### src/rtl/srv_tcm_pkg.sv
// Shared types and helpers for the TCM host bridge: host request record and
// strobe-to-bit-enable expansion onto the 64-bit RAM word.
package srv_tcm_pkg;

    localparam int TCM_DW      = 64;
    localparam int HOST_DW     = 32;
    localparam int HOST_AW_MAX = 32;

    // addr is sized for the widest supported RAM; the bridge zero-extends.
    typedef struct packed {
        logic                     we;
        logic [HOST_AW_MAX-1:0]   addr;
        logic [HOST_DW-1:0]       wdata;
        logic [HOST_DW/8-1:0]     wstrb;
    } host_req_t;

    function automatic logic [TCM_DW-1:0] strb2bwe(input logic [HOST_DW/8-1:0] strb,
                                                   input logic hi);
        logic [HOST_DW-1:0] half;
        for (int i = 0; i < HOST_DW/8; i++) half[i*8 +: 8] = {8{strb[i]}};
        return hi ? {half, {HOST_DW{1'b0}}} : {{HOST_DW{1'b0}}, half};
    endfunction

endpackage

### src/rtl/srv_sync_fifo.sv
// Registered synchronous FIFO with count-based full/empty; head is visible
// on dout whenever the FIFO is non-empty.
module srv_sync_fifo #(
    parameter int W     = 8,
    parameter int DEPTH = 4
) (
    input  logic         clk,
    input  logic         reset_n,
    input  logic         push,
    input  logic [W-1:0] din,
    input  logic         pop,
    output logic [W-1:0] dout,
    output logic         full,
    output logic         empty
);
    localparam int PW = $clog2(DEPTH);

    logic [W-1:0]  mem [DEPTH];
    logic [PW-1:0] wr_ptr, rd_ptr;
    logic [PW:0]   count;
    logic          do_push, do_pop;

    assign full    = (count == (PW+1)'(DEPTH));
    assign empty   = (count == '0);
    assign do_push = push & ~full;
    assign do_pop  = pop & ~empty;
    assign dout    = mem[rd_ptr];

    always_ff @(posedge clk or negedge reset_n) begin
        if (!reset_n) begin
            wr_ptr <= '0;
            rd_ptr <= '0;
            count  <= '0;
        end else begin
            if (do_push) wr_ptr <= wr_ptr + PW'(1);
            if (do_pop)  rd_ptr <= rd_ptr + PW'(1);
            count <= count + (PW+1)'(do_push) - (PW+1)'(do_pop);
        end
    end

    always_ff @(posedge clk) begin
        if (do_push) mem[wr_ptr] <= din;
    end

endmodule

### src/rtl/srv_tcm_host_bridge.sv
// Core/host arbiter in front of a single spram TCM. Core always wins; host
// requests drain from a FIFO in idle cycles. Define SRV_TCM_HOST_RD_EN for
// the host read path; otherwise the host port is a write-only loader.
module srv_tcm_host_bridge
    import srv_tcm_pkg::*;
#(
    parameter int AW_TCM          = 16,
    parameter int HOST_FIFO_DEPTH = 4
) (
    input  logic                clk,
    input  logic                reset_n,
    input  logic                core_ce,
    input  logic                core_we,
    input  logic [AW_TCM-1:0]   core_addr,
    input  logic [TCM_DW-1:0]   core_bwe,
    input  logic [TCM_DW-1:0]   core_din,
    output logic [TCM_DW-1:0]   core_dout,
    output logic                ram_ce,
    output logic                ram_we,
    output logic [AW_TCM-1:0]   ram_addr,
    output logic [TCM_DW-1:0]   ram_bwe,
    output logic [TCM_DW-1:0]   ram_din,
    input  logic [TCM_DW-1:0]   ram_dout,
    input  logic                host_req_valid,
    output logic                host_req_ready,
    input  logic                host_req_we,
    input  logic [AW_TCM:0]     host_req_addr,
    input  logic [HOST_DW-1:0]  host_req_wdata,
    input  logic [3:0]          host_req_wstrb,
    output logic                host_rsp_valid,
    input  logic                host_rsp_ready,
    output logic [HOST_DW-1:0]  host_rsp_rdata,
    output logic                host_busy
);
    host_req_t req_in, head;
    logic      fifo_full, fifo_empty, issue, head_elig;
    logic      unused;

    assign core_dout      = ram_dout;
    assign host_req_ready = ~fifo_full;
    assign issue          = ~core_ce & ~fifo_empty & head_elig;

    always_comb begin
        req_in       = '0;
`ifdef SRV_TCM_HOST_RD_EN
        req_in.we    = host_req_we;
`else
        req_in.we    = 1'b1;
`endif
        req_in.addr  = HOST_AW_MAX'(host_req_addr);
        req_in.wdata = host_req_wdata;
        req_in.wstrb = host_req_wstrb;
    end

    srv_sync_fifo #(.W($bits(host_req_t)), .DEPTH(HOST_FIFO_DEPTH)) u_fifo (
        .clk     (clk),
        .reset_n (reset_n),
        .push    (host_req_valid),
        .din     (req_in),
        .pop     (issue),
        .dout    (head),
        .full    (fifo_full),
        .empty   (fifo_empty)
    );

    always_comb begin
        ram_ce   = 1'b0;
        ram_we   = 1'b0;
        ram_addr = '0;
        ram_bwe  = '0;
        ram_din  = '0;
        if (core_ce) begin
            ram_ce   = 1'b1;
            ram_we   = core_we;
            ram_addr = core_addr;
            ram_bwe  = core_bwe;
            ram_din  = core_din;
        end else if (issue) begin
            ram_ce   = 1'b1;
            ram_we   = head.we;
            ram_addr = head.addr[AW_TCM:1];
            ram_bwe  = head.we ? strb2bwe(head.wstrb, head.addr[0]) : '0;
            ram_din  = {head.wdata, head.wdata};
        end
    end

`ifdef SRV_TCM_HOST_RD_EN
    logic rd_pend, rd_hi;

    // A read may only leave the FIFO once the response slot is free.
    assign head_elig = head.we | (~rd_pend & ~host_rsp_valid);
    assign host_busy = ~fifo_empty | rd_pend;
    assign unused    = ^{head.addr};

    always_ff @(posedge clk or negedge reset_n) begin
        if (!reset_n) begin
            rd_pend        <= 1'b0;
            rd_hi          <= 1'b0;
            host_rsp_valid <= 1'b0;
            host_rsp_rdata <= '0;
        end else begin
            rd_pend <= issue & ~head.we;
            if (issue & ~head.we) rd_hi <= head.addr[0];
            if (rd_pend) begin
                host_rsp_valid <= 1'b1;
                host_rsp_rdata <= rd_hi ? ram_dout[63:32] : ram_dout[31:0];
            end else if (host_rsp_ready) begin
                host_rsp_valid <= 1'b0;
            end
        end
    end
`else
    assign head_elig      = 1'b1;
    assign host_busy      = ~fifo_empty;
    assign host_rsp_valid = 1'b0;
    assign host_rsp_rdata = '0;
    assign unused         = ^{head.addr, host_req_we, host_rsp_ready};
`endif

endmodule
### config.mk
export PLATFORM = sky130hd
export DESIGN_NAME = srv_tcm_host_bridge
export DESIGN_NICKNAME = d
export VERILOG_FILES = /design/src/rtl/srv_tcm_pkg.sv /design/src/rtl/srv_sync_fifo.sv /design/src/rtl/srv_tcm_host_bridge.sv
export SDC_FILE = /design/constraint.sdc
export NUM_CORES = 1
export LEC_CHECK = 0
export ABC_CLOCK_PERIOD_IN_PS = 3500
export CORE_AREA = 2 2 200 202
export CTS_CLUSTER_SIZE = 28
export DETAILED_ROUTE_END_ITERATION = 8
export DIE_AREA = 0 0 202 204
export MAX_ROUTING_LAYER = met4
export PLACE_DENSITY = 0.55
export SKIP_LAST_GASP = 1
export SLEW_MARGIN = 20
export SYNTH_ARGS = -nofsm -noshare
export SYNTH_HDL_FRONTEND = slang
export SYNTH_SLANG_ARGS = --single-unit
export TNS_END_PERCENT = 30
### constraint.sdc
create_clock -name clk -period 3.5 [get_ports clk]
set_input_delay 0.7 -clock clk [delete_from_list [all_inputs] [get_ports clk]]
set_output_delay 0.7 -clock clk [all_outputs]
set_load 0.005 [all_outputs]
==> metrics.md, run 1 <==
| Metric | Value |
|---|---|
| Area of the multi-input gates | ~3000 sq um |
| Post-synthesis simple-gate area fraction | around a tenth |
| Reg area | around 6500 sq um |
| Worst vdd ir | between 0.3 and 0.4 mV |
| Crit Path Max Fanout | 8 |
| Hpwl dp | roughly 25,000 um |
| Placed Instance Area | 14,000 sq um |
| Synth async-reset ratio | 3.20% |
| Number of unique standard cell types used by synthesis | 27 |
| Total clock sinks | between 200 and 250 |
| IO Count | between 500 and 600 |
| CP arrival | roughly 2.8 ns |
| Fin crit share | a little over nine tenths |
| WP data required | about 2.8 ns |
| Max-cap viol count | 0 |
| Internal reg-to-reg setup slack | 0.98 ns |
| Layout Skew | around 0.016 ns |
| CTS Buf Count | 24 |
| Synth Register Bits | between 200 and 250 |
| DRT antenna net count | 0 |
| Post-Syn Area | just over 10,000 sq um |
| Initial core utilization | 26.2% |
| Gr ovfl total | 0 |
| Xor/xnor share of the synthesized area | less than 1% |
| Most common cell after layout, fill and taps aside | clkdlybuf4s50_1 |
| Hold Slack | ~0.44 ns |
| Critical path capture point type | output port |
| Initial antenna violation count | 4 |
| Final setup TNS | 0 ns |
| Count of final hold-check violations | 0 |
| Unrepaired setup endpoints after global routing | yes |
| Worst-path clk slew | roughly 0.060 ns |
| DRC Markers | 0 |
| Vias in the first global route | around 7.0k |
| Reg2Reg Capture Point | u_fifo.count[2] |
| CTS HTree Levels | 1 |
| Slew @ Worst Pin | 0.734 ns |
| Post-Syn Area per Cell | between 10 and 15 sq um |
| Complex-gate fraction of the synthesized area | under 10% |
| Largest net degree at the start of global routing | 87 |
| Setup violators final | 0 |
| Placer Congestion | roughly 0.74 |
| Proportion of layout cells with a drive suffix above 1 | between 10% and 20% |
| Iter 0 DRT Violations | between 300 and 400 |
| Pwr/cell area | 700 nW/um^2 |
| Total vias in the final route | between 6k and 7k |
| Status | finished, final reports clean |
| First-pass GRT wire length | about 48,000 um |
| Port-buffer cells | 349 |
| Layout area overhead | 44.5% |
| Worst reg2reg startpoint | u_fifo.count[1] |
| TritonCTS clock tree | built |
| Full die area | ~40,000 sq um |
| DR vias/cell | approximately 4.3 |
| Critical path class | reg2out |
| Total track usage | around 16% |
| Design Area, Final | about 15,000 sq um |
| Primary FF master, synth | edfxtp_1 |
| Die X | slightly above 200 um |
| Min Clock Period, post-route | roughly 3.5 ns |
| Largest family of logic cells by synthesized area | multiplexers |
| Post-Synth Adder-Cell Area | less than 1% |
| Fraction of synthesized area in multiplexers | between 10% and 20% |
| Static Leak | 0.00569 uW |
| Post-synthesis sequential area ratio | a little under two thirds |
| Class of the worst hold path | in2async |
| EDFF count, synth | ~210 |
| Final Slew Violations | 0 |
| Yosys warns | 0 |
| Die Y | just over 200 um |
| Total wire length | about 34,000 um |
| Routed WL per cell | around 22 um |
| Highest clock rate | between 200 and 300 MHz |
| Maximum buffer depth of the clock tree | 3 |
| CP Launch Type | flop |
| Worst-case headroom to the max-slew limit | between 50% and 60% |
| Most frequent cells in the layout | clkdlybuf4s50_1, edfxtp_1, nand2_1 |
| Core area | 39,200 sq um |
| Number of fillers in the final layout | ~3.7k |
| Clk Latency, worst-skew pair | 0.53 ns |
| Layout Nets | ~1.3k |
| Row count | 73 |
| Root buf cell | clkbuf_16 |
| 1st-pass router iterations | 4 |
| Reg2reg path depth | 11 |
| Post-Synthesis Cells | 722 |
## flip-flops by register name, summed over array words and instances, names as in the netlist
signal / flops
u_fifo.rd_ptr: 2
u_fifo.wr_ptr: 2
u_fifo.count: 3
u_fifo.mem: 212
## critical path, cell delays in order (launching register included)
cell	delay (ns)
dfrtp_4	0.45
mux4_2	0.68
nor4b_4	0.31
buf_6	0.18
a21o_1	0.09
clkdlybuf4s50_1	0.50
## worst max-delay path by stage
stage / start / end / slack [ns]
2_1_floorplan: host_req_valid / u_fifo.mem[0][0] / 0.70
3_3_place_gp: core_ce / ram_din[60] / 0.43
3_5_place_dp: u_fifo.rd_ptr[0] / ram_din[21] / 0.39
4_1_cts: u_fifo.rd_ptr[0] / ram_bwe[48] / -0.05
5_1_grt: u_fifo.rd_ptr[0] / ram_bwe[14] / -0.07
6_report: u_fifo.rd_ptr[0] / ram_bwe[14] / 0.04
## synthesized netlist by cell type, types with 6 or more instances
master / count / share of area (%)
buf_1: 6 / 0.22
dfrtp_1: 7 / 1.7
ha_1: 6 / 0.73
a22o_1: 16 / 1.4
nand2_1: 194 / 7.1
buf_2: 11 / 0.54
inv_1: 7 / 0.26
edfxtp_1: 212 / 62
nand3_1: 33 / 1.6
buf_4: 97 / 7.1
mux4_2: 53 / 12
a21o_1: 32 / 2.3
clkbuf_1: 20 / 0.73
## layout make-up
cell class / count / share of cell area [%]
Antenna cell: 4 / 0.0674
Timing Repair Buffer: 385 / 26.4
Clock inverter: 9 / 0.800
Multi-Input combinational cell: 391 / 19.8
Clock buffer: 32 / 4.25
Inverter: 8 / 0.202
Tap cell: 525 / 4.42
Sequential cell: 219 / 44.1
## report_power, final
group	leakage, uW	switching (uW)	internal [uW]
combinational	0.00331	1930	2410
sequential	0.00202	170	3480
clock	0.000359	988	1410
total	0.00569	3090	7300
## through the flow
step                utilization, %  instances  setup WS (ns)  power (uW)
floorplan                        -        754          0.702        5820
global placement              35.7       1520          0.434        7980
detailed placement            35.7       1520          0.390        8020
CTS                           37.8       1567        -0.0512       10600
global route                  37.9       1573        -0.0724       11000
finish                        37.9       1573         0.0444       10400
## per-layer routing
layer  wire (um)  vias to the layer above  share of wire, %  track usage, %
li1            -                     3134                 -               -
met1       13400                     3352                39            19.7
met2       17100                      311                50            27.0
met3        2730                       39               8.0            4.69
met4         828                        0               2.4            4.23
met5           0                        -                 0               -
## repair_timing
action,4_1_cts,5_1_grt
cloned,1,0
pin swaps,5,5
hold buffers,0,0
endpoints found under the setup margin,74,39
resized for setup,7,5
setup buffers,5,2
## logic make-up after synthesis
family / after synthesis
muxes: 54
adders and majority gates: 7
DFF: 219
xor gates and xnor gates: 5
AOI/OAI and AO/OA: 50
other: 1
and+or+nand+nor: 242
buffers and inverters: 144
No activity file was read; power rests on OpenSTA's default activity.
==> inputs of run 2 (changes only) <==
--- a/config.mk
+++ b/config.mk
@@ -6,12 +6,12 @@
 export NUM_CORES = 1
 export LEC_CHECK = 0
 export ABC_CLOCK_PERIOD_IN_PS = 3500
-export CORE_AREA = 2 2 200 202
+export CORE_AREA = 2 2 198 200
 export CTS_CLUSTER_SIZE = 28
 export DETAILED_ROUTE_END_ITERATION = 8
-export DIE_AREA = 0 0 202 204
+export DIE_AREA = 0 0 200 202
 export MAX_ROUTING_LAYER = met4
-export PLACE_DENSITY = 0.55
+export PLACE_DENSITY = 0.56
 export SKIP_LAST_GASP = 1
 export SLEW_MARGIN = 20
 export SYNTH_ARGS = -nofsm -noshare
==> run 2 against run 1 <==
First-iteration DRC count shrank 19%. Critical endpoint is now ram_bwe[19]. Worst hold slack worse by 0.0077 ns. Highest routed layer unchanged. Clock skew rose by 0.0092 ns. Fmax decreased by 0.64%. Total power rose by 3.7%. Wire length increased by 2.6%. Cell count down 0.19%. Clock power increased by 15%. Die area fell by 2.0%. Largest power group unchanged.
==> metrics.md, run 2 (synthesis results as in run 1) <==
| Metric | Value |
|---|---|
| Status | finished, final reports clean (unchanged) |
| Cell internal pwr | 7590 uW (was 7300 uW) |
| Setup violators final | 0 (unchanged) |
| Reg2reg path depth | 11 (unchanged) |
| Root buf cell | clkbuf_16 (unchanged) |
| Crit Path Max Fanout | 8 (unchanged) |
| Iter 0 DRT Violations | 306 (was 376) |
| Largest regs | u_fifo.mem: 212 flops, u_fifo.count: 3 flops (unchanged) |
| Most frequent cells in the layout | clkdlybuf4s50_1, edfxtp_1, nand2_1 (unchanged) |
| Biggest register | u_fifo.mem (unchanged) |
| Switching share of power | 29.5% (was 29.8%) |
| WP data required | 2.80 ns (about the same) |
| Gr ovfl total | 0 (unchanged) |
| CP max stage delay | 0.54 ns (was 0.68 ns) |
| First-pass GRT wire length | 48,400 um (was 48,200 um) |
| CP max stage cell | mux4_2 (unchanged) |
| Layout Nets | 1,303 (was 1,304) |
| IO Count | 513 (unchanged) |
| Port-buffer cells | 349 (unchanged) |
| Total power | 10,800 uW (was 10,400 uW) |
| Largest net degree at the start of global routing | 54 (was 87) |
| Placer Congestion | 0.796 (was 0.740) |
| Layout area overhead | 46.0% (was 44.5%) |
| Number of fillers in the final layout | 3,656 (was 3,717) |
| Layout Skew | 0.0256 ns (was 0.0164 ns) |
| Pwr/cell area | 718 nW/um^2 (was 700 nW/um^2) |
| DR vias/cell | 4.35 (about the same) |
| DRT antenna net count | 0 (unchanged) |
| Vias in the first global route | 7,059 (was 6,998) |
| Die X | 200 um (was 202 um) |
| 1st-pass router iterations | 5 (was 4) |
| Total wire length | 34,900 um (was 34,100 um) |
| Min Clock Period, post-route | 3.48 ns (was 3.46 ns) |
| Critical-path cell list | mux4_2, buf_12, nor4b_4, buf_4, a21o_1, clkdlybuf4s50_1 (was mux4_2, nor4b_4, buf_6, a21o_1, clkdlybuf4s50_1) |
| DRC Markers | 0 (unchanged) |
| Sequential power share | 33.6% (was 35.1%) |
| CTS HTree Levels | 1 (unchanged) |
| Worst-path clk slew | 0.06 ns (about the same) |
| Hpwl dp | 26,000 um (was 25,400 um) |
| Routed WL per cell | 22.3 um (was 21.6 um) |
| Total clock sinks | 219 (unchanged) |
| Final setup TNS | 0 ns (unchanged) |
| Reg2Reg Capture Point | u_fifo.count[2] (unchanged) |
| Core area | 38,300 sq um (was 39,200 sq um) |
| Die Y | 202 um (was 204 um) |
| Unrepaired setup endpoints after global routing | yes (unchanged) |
| Worst vdd ir | 0.413 mV (was 0.314 mV) |
| Combinational Power Share | 40.7% (was 41.8%) |
| CP arrival | 2.78 ns (was 2.76 ns) |
| Initial antenna violation count | 3 (was 4) |
| Final Slew Violations | 0 (unchanged) |
| CP Launch Type | flop (unchanged) |
| Full die area | 40,400 sq um (was 41,200 sq um) |
| Worst-case headroom to the max-slew limit | 58.5% (was 50.9%) |
| Maximum buffer depth of the clock tree | 3 (unchanged) |
| Total vias in the final route | 6,835 (was 6,836) |
| Critical path class | reg2out (unchanged) |
| Internal reg-to-reg setup slack | 0.96 ns (was 0.98 ns) |
| Slew @ Worst Pin | 0.621 ns (was 0.734 ns) |
| Clk Latency, worst-skew pair | 0.55 ns (was 0.53 ns) |
| Max-cap viol count | 0 (unchanged) |
| Worst reg2reg startpoint | u_fifo.count[1] (unchanged) |
| Class of the worst hold path | in2async (unchanged) |
| Row count | 72 (was 73) |
| Proportion of layout cells with a drive suffix above 1 | 13.7% (was 12.8%) |
| Fin crit share | 99.4% (was 98.7%) |
| P_sw | 3180 uW (was 3090 uW) |
| Total track usage | 17.1% (was 16.3%) |
| Initial core utilization | 26.8% (was 26.2%) |
| CTS Buf Count | 26 (was 24) |
| TritonCTS clock tree | built (unchanged) |
| Count of final hold-check violations | 0 (unchanged) |
| Most common cell after layout, fill and taps aside | clkdlybuf4s50_1 (unchanged) |
| Highest clock rate | 288 MHz (was 289 MHz) |
| Static Leak | 0.00574 uW (was 0.00569 uW) |
| Critical path capture point type | output port (unchanged) |
| Largest register FFs | 212 (unchanged) |
| Clk pwr share | 25.7% (was 23.1%) |
-- run 2: layout make-up --
| type | instances | area, sq um | share of cell area, % |
|---|---|---|---|
| Timing Repair Buffer | 382 | 3920 | 26.1 |
| Clock inverter | 9 | 135 | 0.900 |
| Inverter | 8 | 30.0 | 0.200 |
| Antenna cell | 4 | 10.0 | 0.0667 |
| Clock buffer | 39 | 779 | 5.19 |
| Sequential cell | 219 | 6550 | 43.6 |
| Tap cell | 518 | 648 | 4.32 |
| Multi-Input combinational cell | 391 | 2940 | 19.6 |
-- run 2: through the flow --
step | cells | hold WS, ns | setup slack [ns] | utilization [%] | instance area (sq um)
CTS | 1562 | 0.428 | -0.0689 | 39.0 | 14900
floorplan | 754 | 0.404 | 0.702 | - | 10400
global placement | 1509 | 0.560 | 0.351 | 36.5 | 14000
finish | 1570 | 0.433 | 0.0222 | 39.2 | 15000
detailed placement | 1509 | 0.565 | 0.339 | 36.5 | 14000
global route | 1569 | 0.443 | -0.0874 | 39.2 | 15000
-- run 2: repair_timing --
action,CTS,global route
resized for setup,7,4
setup endpoints to repair,107,112
pin swaps,4,2
endpoints found under the hold margin,0,0
cloned,0,1
hold buffers,0,0
setup buffers,5,3
-- run 2: routing by layer --
metal	up-vias	part of all wire (%)	GRT usage, %
met1	3338	36	18.5
met2	326	52	30.5
met4	0	2.0	3.17
met3	38	9.5	5.49
li1	3133	-	-
met5	-	0	-
-- run 2: power groups by stage --
| stage | clock network, uW | registers, uW | logic [uW] |
|---|---|---|---|
| after global placement | 0 | 3650 | 4370 |
| after CTS | 2850 | 3620 | 4430 |
| after floorplan | 0 | 3640 | 2180 |
| final | 2770 | 3620 | 4390 |
| after detailed placement | 0 | 3680 | 4370 |
| after global routing | 2940 | 3670 | 4760 |
-- run 2: worst max path at each step --
stage | start | endpoint | slack, ns | depth (start not counted)
after floorplan | host_req_valid | u_fifo.mem[0][0] | 0.70 | 2
after global placement | core_ce | ram_bwe[62] | 0.35 | 5
after detailed placement | core_ce | ram_bwe[56] | 0.34 | 5
after CTS | u_fifo.rd_ptr[0] | ram_din[46] | -0.07 | 6
after global routing | u_fifo.rd_ptr[0] | ram_bwe[22] | -0.09 | 6
final | u_fifo.rd_ptr[0] | ram_bwe[19] | 0.02 | 6
-- run 2: worst max-delay path: cells and delay by family (launching register included) --
family / cells / cell delay (ns)
compound gates: 1 / 0.10
buf+inv: 3 / 0.88
flops: 1 / 0.47
mux: 1 / 0.54
simple gates: 1 / 0.23
==> inputs of run 3 (changes only) <==
--- a/config.mk
+++ b/config.mk
@@ -6,13 +6,15 @@
 export NUM_CORES = 1
 export LEC_CHECK = 0
 export ABC_CLOCK_PERIOD_IN_PS = 3500
-export CORE_AREA = 2 2 198 200
+export CELL_PAD_IN_SITES_DETAIL_PLACEMENT = 0
+export CELL_PAD_IN_SITES_GLOBAL_PLACEMENT = 1
+export CORE_AREA = 2 2 197 199
 export CTS_CLUSTER_SIZE = 28
 export DETAILED_ROUTE_END_ITERATION = 8
-export DIE_AREA = 0 0 200 202
+export DIE_AREA = 0 0 199 201
 export MAX_ROUTING_LAYER = met4
-export PLACE_DENSITY = 0.56
-export SKIP_LAST_GASP = 1
+export PLACE_DENSITY = 0.7
+export SETUP_SLACK_MARGIN = 0.5
 export SLEW_MARGIN = 20
 export SYNTH_ARGS = -nofsm -noshare
 export SYNTH_HDL_FRONTEND = slang
==> run 3 against run 2 <==
Count of clock-buffer cells in the layout shrank 11. Sequential share of layout area shrank 0.22 points. Cell count grew 2.2%. Combinational power grew 8.0%.
==> metrics.md, run 3 (synthesis results as in run 1) <==
| Metric | Value |
|---|---|
| CP Capture Point | ram_bwe[19] (unchanged) |
| Iter 0 DRT Violations | 469 (was 306) |
| Critical path class | reg2out (unchanged) |
| Fin crit share | 92.6% (was 99.4%) |
| Number of fillers in the final layout | 3,640 (was 3,656) |
| Total vias in the final route | 7,019 (was 6,835) |
| Final Slew Violations | 0 (unchanged) |
| Proportion of layout cells with a drive suffix above 1 | 21.3% (was 13.7%) |
| TritonCTS clock tree | built (unchanged) |
| Most frequent CP cell | buf_6 |
| CP max stage delay | 0.64 ns (was 0.54 ns) |
| Worst vdd ir | 0.357 mV (was 0.413 mV) |
| Largest net degree at the start of global routing | 67 (was 54) |
| Layout area overhead | 46.7% (was 46.0%) |
| CP Launch Type | flop (unchanged) |
| Highest clock rate | 308 MHz (was 288 MHz) |
| Routed WL per cell | 22.9 um (was 22.3 um) |
| First-pass GRT wire length | 49,700 um (was 48,400 um) |
| Reg2reg path depth | 11 (unchanged) |
| IO Count | 513 (unchanged) |
| Switching share of power | 30.3% (was 29.5%) |
| Biggest register | u_fifo.mem (unchanged) |
| Total clock sinks | 219 (unchanged) |
| Worst-case headroom to the max-slew limit | 57.9% (was 58.5%) |
| Port-buffer cells | 349 (unchanged) |
| Unrepaired setup endpoints after global routing | yes (unchanged) |
| Max-cap viol count | 0 (unchanged) |
| Initial core utilization | 27.0% (was 26.8%) |
| Min Clock Period, post-route | 3.24 ns (was 3.48 ns) |
| Largest register FFs | 212 (unchanged) |
| Clk Latency, worst-skew pair | 0.51 ns (was 0.55 ns) |
| Placed instance count | 1,514 (was 1,509) |
| Row count | 72 (unchanged) |
| Die X | 199 um (was 200 um) |
| WP data required | 2.80 ns (about the same) |
| Crit Path Max Fanout | 5 (was 8) |
| Maximum buffer depth of the clock tree | 3 (unchanged) |
| Total power | 10,500 uW (was 10,800 uW) |
| Clk pwr share | 20.3% (was 25.7%) |
| DRT antenna net count | 0 (unchanged) |
| Slew @ Worst Pin | 0.629 ns (was 0.621 ns) |
| CP max stage cell | mux4_2 (unchanged) |
| Gr ovfl total | 0 (unchanged) |
| Combinational Power Share | 45.1% (was 40.7%) |
| Most common cell after layout, fill and taps aside | clkdlybuf4s50_1 (unchanged) |
| Largest regs | u_fifo.mem: 212 flops, u_fifo.count: 3 flops (unchanged) |
| Static Leak | 0.00609 uW (was 0.00574 uW) |
| Setup violators final | 0 (unchanged) |
| Most frequent cells in the layout | clkdlybuf4s50_1, edfxtp_1, nand2_1 (unchanged) |
| Vias in the first global route | 6,991 (was 7,059) |
| Sequential power share | 34.6% (was 33.6%) |
| DRC Markers | 0 (unchanged) |
| Pwr/cell area | 696 nW/um^2 (was 718 nW/um^2) |
| P_sw | 3180 uW (about the same) |
| Worst-path clk slew | 0.06 ns (about the same) |
| CTS Buf Count | 23 (was 26) |
| Hpwl dp | 27,400 um (was 26,000 um) |
| Status | finished, final reports clean (unchanged) |
| Internal reg-to-reg setup slack | 0.98 ns (was 0.96 ns) |
| Setup crit start | u_fifo.rd_ptr[0] (unchanged) |
| Placed Instance Area | 14,000 sq um (about the same) |
| Design Area, Final | 15,100 sq um (was 15,000 sq um) |
| Layout Nets | 1,348 (was 1,303) |
| Worst reg2reg startpoint | u_fifo.count[1] (unchanged) |
| WP depth | 7 (was 6) |
| Core area | 38,100 sq um (was 38,300 sq um) |
| Final Non-Filler Cells | 1,605 (was 1,570) |
| Worst Path Buf+Inv | 4 (was 3) |
| Full die area | 40,000 sq um (was 40,400 sq um) |
| Critical path capture point type | output port (unchanged) |
| Root buf cell | clkbuf_16 (unchanged) |
| Final setup TNS | 0 ns (unchanged) |
| Critical-path cell list | mux4_2, buf_6, nor4b_4, buf_6, buf_6, a21o_1, buf_2 (was mux4_2, buf_12, nor4b_4, buf_4, a21o_1, clkdlybuf4s50_1) |
| Reg2Reg Capture Point | u_fifo.count[2] (unchanged) |
| Cell internal pwr | 7310 uW (was 7590 uW) |
| Placer Congestion | 0.783 (was 0.796) |
| Die Y | 201 um (was 202 um) |
| 1st-pass router iterations | 5 (unchanged) |
| Class of the worst hold path | in2async (unchanged) |
| CP arrival | 2.54 ns (was 2.78 ns) |
| CTS HTree Levels | 1 (unchanged) |
| Total wire length | 36,800 um (was 34,900 um) |
| Initial antenna violation count | 3 (unchanged) |
| Layout Skew | 0.0212 ns (was 0.0256 ns) |
| Top delay family on crit path | multiplexers (was buffers and inverters) |
| DR vias/cell | 4.37 (was 4.35) |
| Count of final hold-check violations | 0 (unchanged) |
| Total track usage | 18.0% (was 17.1%) |
run 3: cell types whose count changed in the layout (fill, tap and decap cells not counted), moves of 5 or more:
cell | previous run | this run
buf_2 | 0 | 25
buf_4 | 18 | 43
buf_6 | 3 | 25
clkbuf_2 | 0 | 13
clkbuf_8 | 8 | 0
clkdlybuf4s50_1 | 343 | 279
clkinv_2 | 1 | 6
dlygate4sd2_1 | 4 | 17
dlymetal6s2s_1 | 1 | 11
nand2_1 | 194 | 189
nand2_2 | 0 | 5
run 3: metal layers:
metal | track usage, % | wire length (um)
met2 | 30.6 | 18700
met3 | 5.61 | 3440
met1 | 21.1 | 14100
met5 | - | 0
met4 | 3.49 | 616
run 3: layout make-up:
type	count	area [sq um]	share of cell area [%]
Clock inverter	9	50.0	0.332
Clock buffer	28	594	3.94
Inverter	8	30.0	0.199
Tap cell	518	648	4.30
Antenna cell	2	5.00	0.0332
Multi-Input combinational cell	391	2970	19.7
Timing Repair Buffer	430	4240	28.1
Sequential cell	219	6550	43.4
run 3: per-stage QoR:
step                hold slack (ns)  util (%)  setup slack [ns]
floorplan                     0.404         -             0.702
global placement              0.554      36.6             0.300
detailed placement            0.562      36.6             0.272
CTS                           0.447      38.9             0.199
global route                  0.471      39.6             0.181
finish                        0.465      39.6             0.258
run 3: power groups by stage:
| stage | Clock, uW | Combinational, uW | Sequential (uW) |
|---|---|---|---|
| 6_report | 2130 | 4740 | 3630 |
| 5_1_grt | 2290 | 5100 | 3670 |
| 4_1_cts | 2180 | 4610 | 3630 |
| 3_5_place_dp | 0 | 4320 | 3680 |
| 3_3_place_gp | 0 | 4310 | 3650 |
| 2_1_floorplan | 0 | 2180 | 3640 |
run 3: worst min path at each step:
stage | startpoint | to | slack (ns) | depth (start not counted)
floorplan | reset_n | u_fifo.count[0] | 0.40 | 0
global placement | u_fifo.count[2] | u_fifo.count[2] | 0.55 | 1
detailed placement | u_fifo.count[2] | u_fifo.count[2] | 0.56 | 1
CTS | reset_n | u_fifo.count[1] | 0.45 | 1
global route | reset_n | u_fifo.count[1] | 0.47 | 1
finish | reset_n | u_fifo.count[1] | 0.47 | 1
run 3: what timing repair did:
action | 4_1_cts | 5_1_grt
hold buffers | 0 | 0
buffers inserted | 28 | 20
pin swaps | 8 | 5
endpoints found under the hold margin | 0 | 0
cloned | 2 | 2
setup endpoints to repair | 143 | 143
resized for setup | 135 | 76
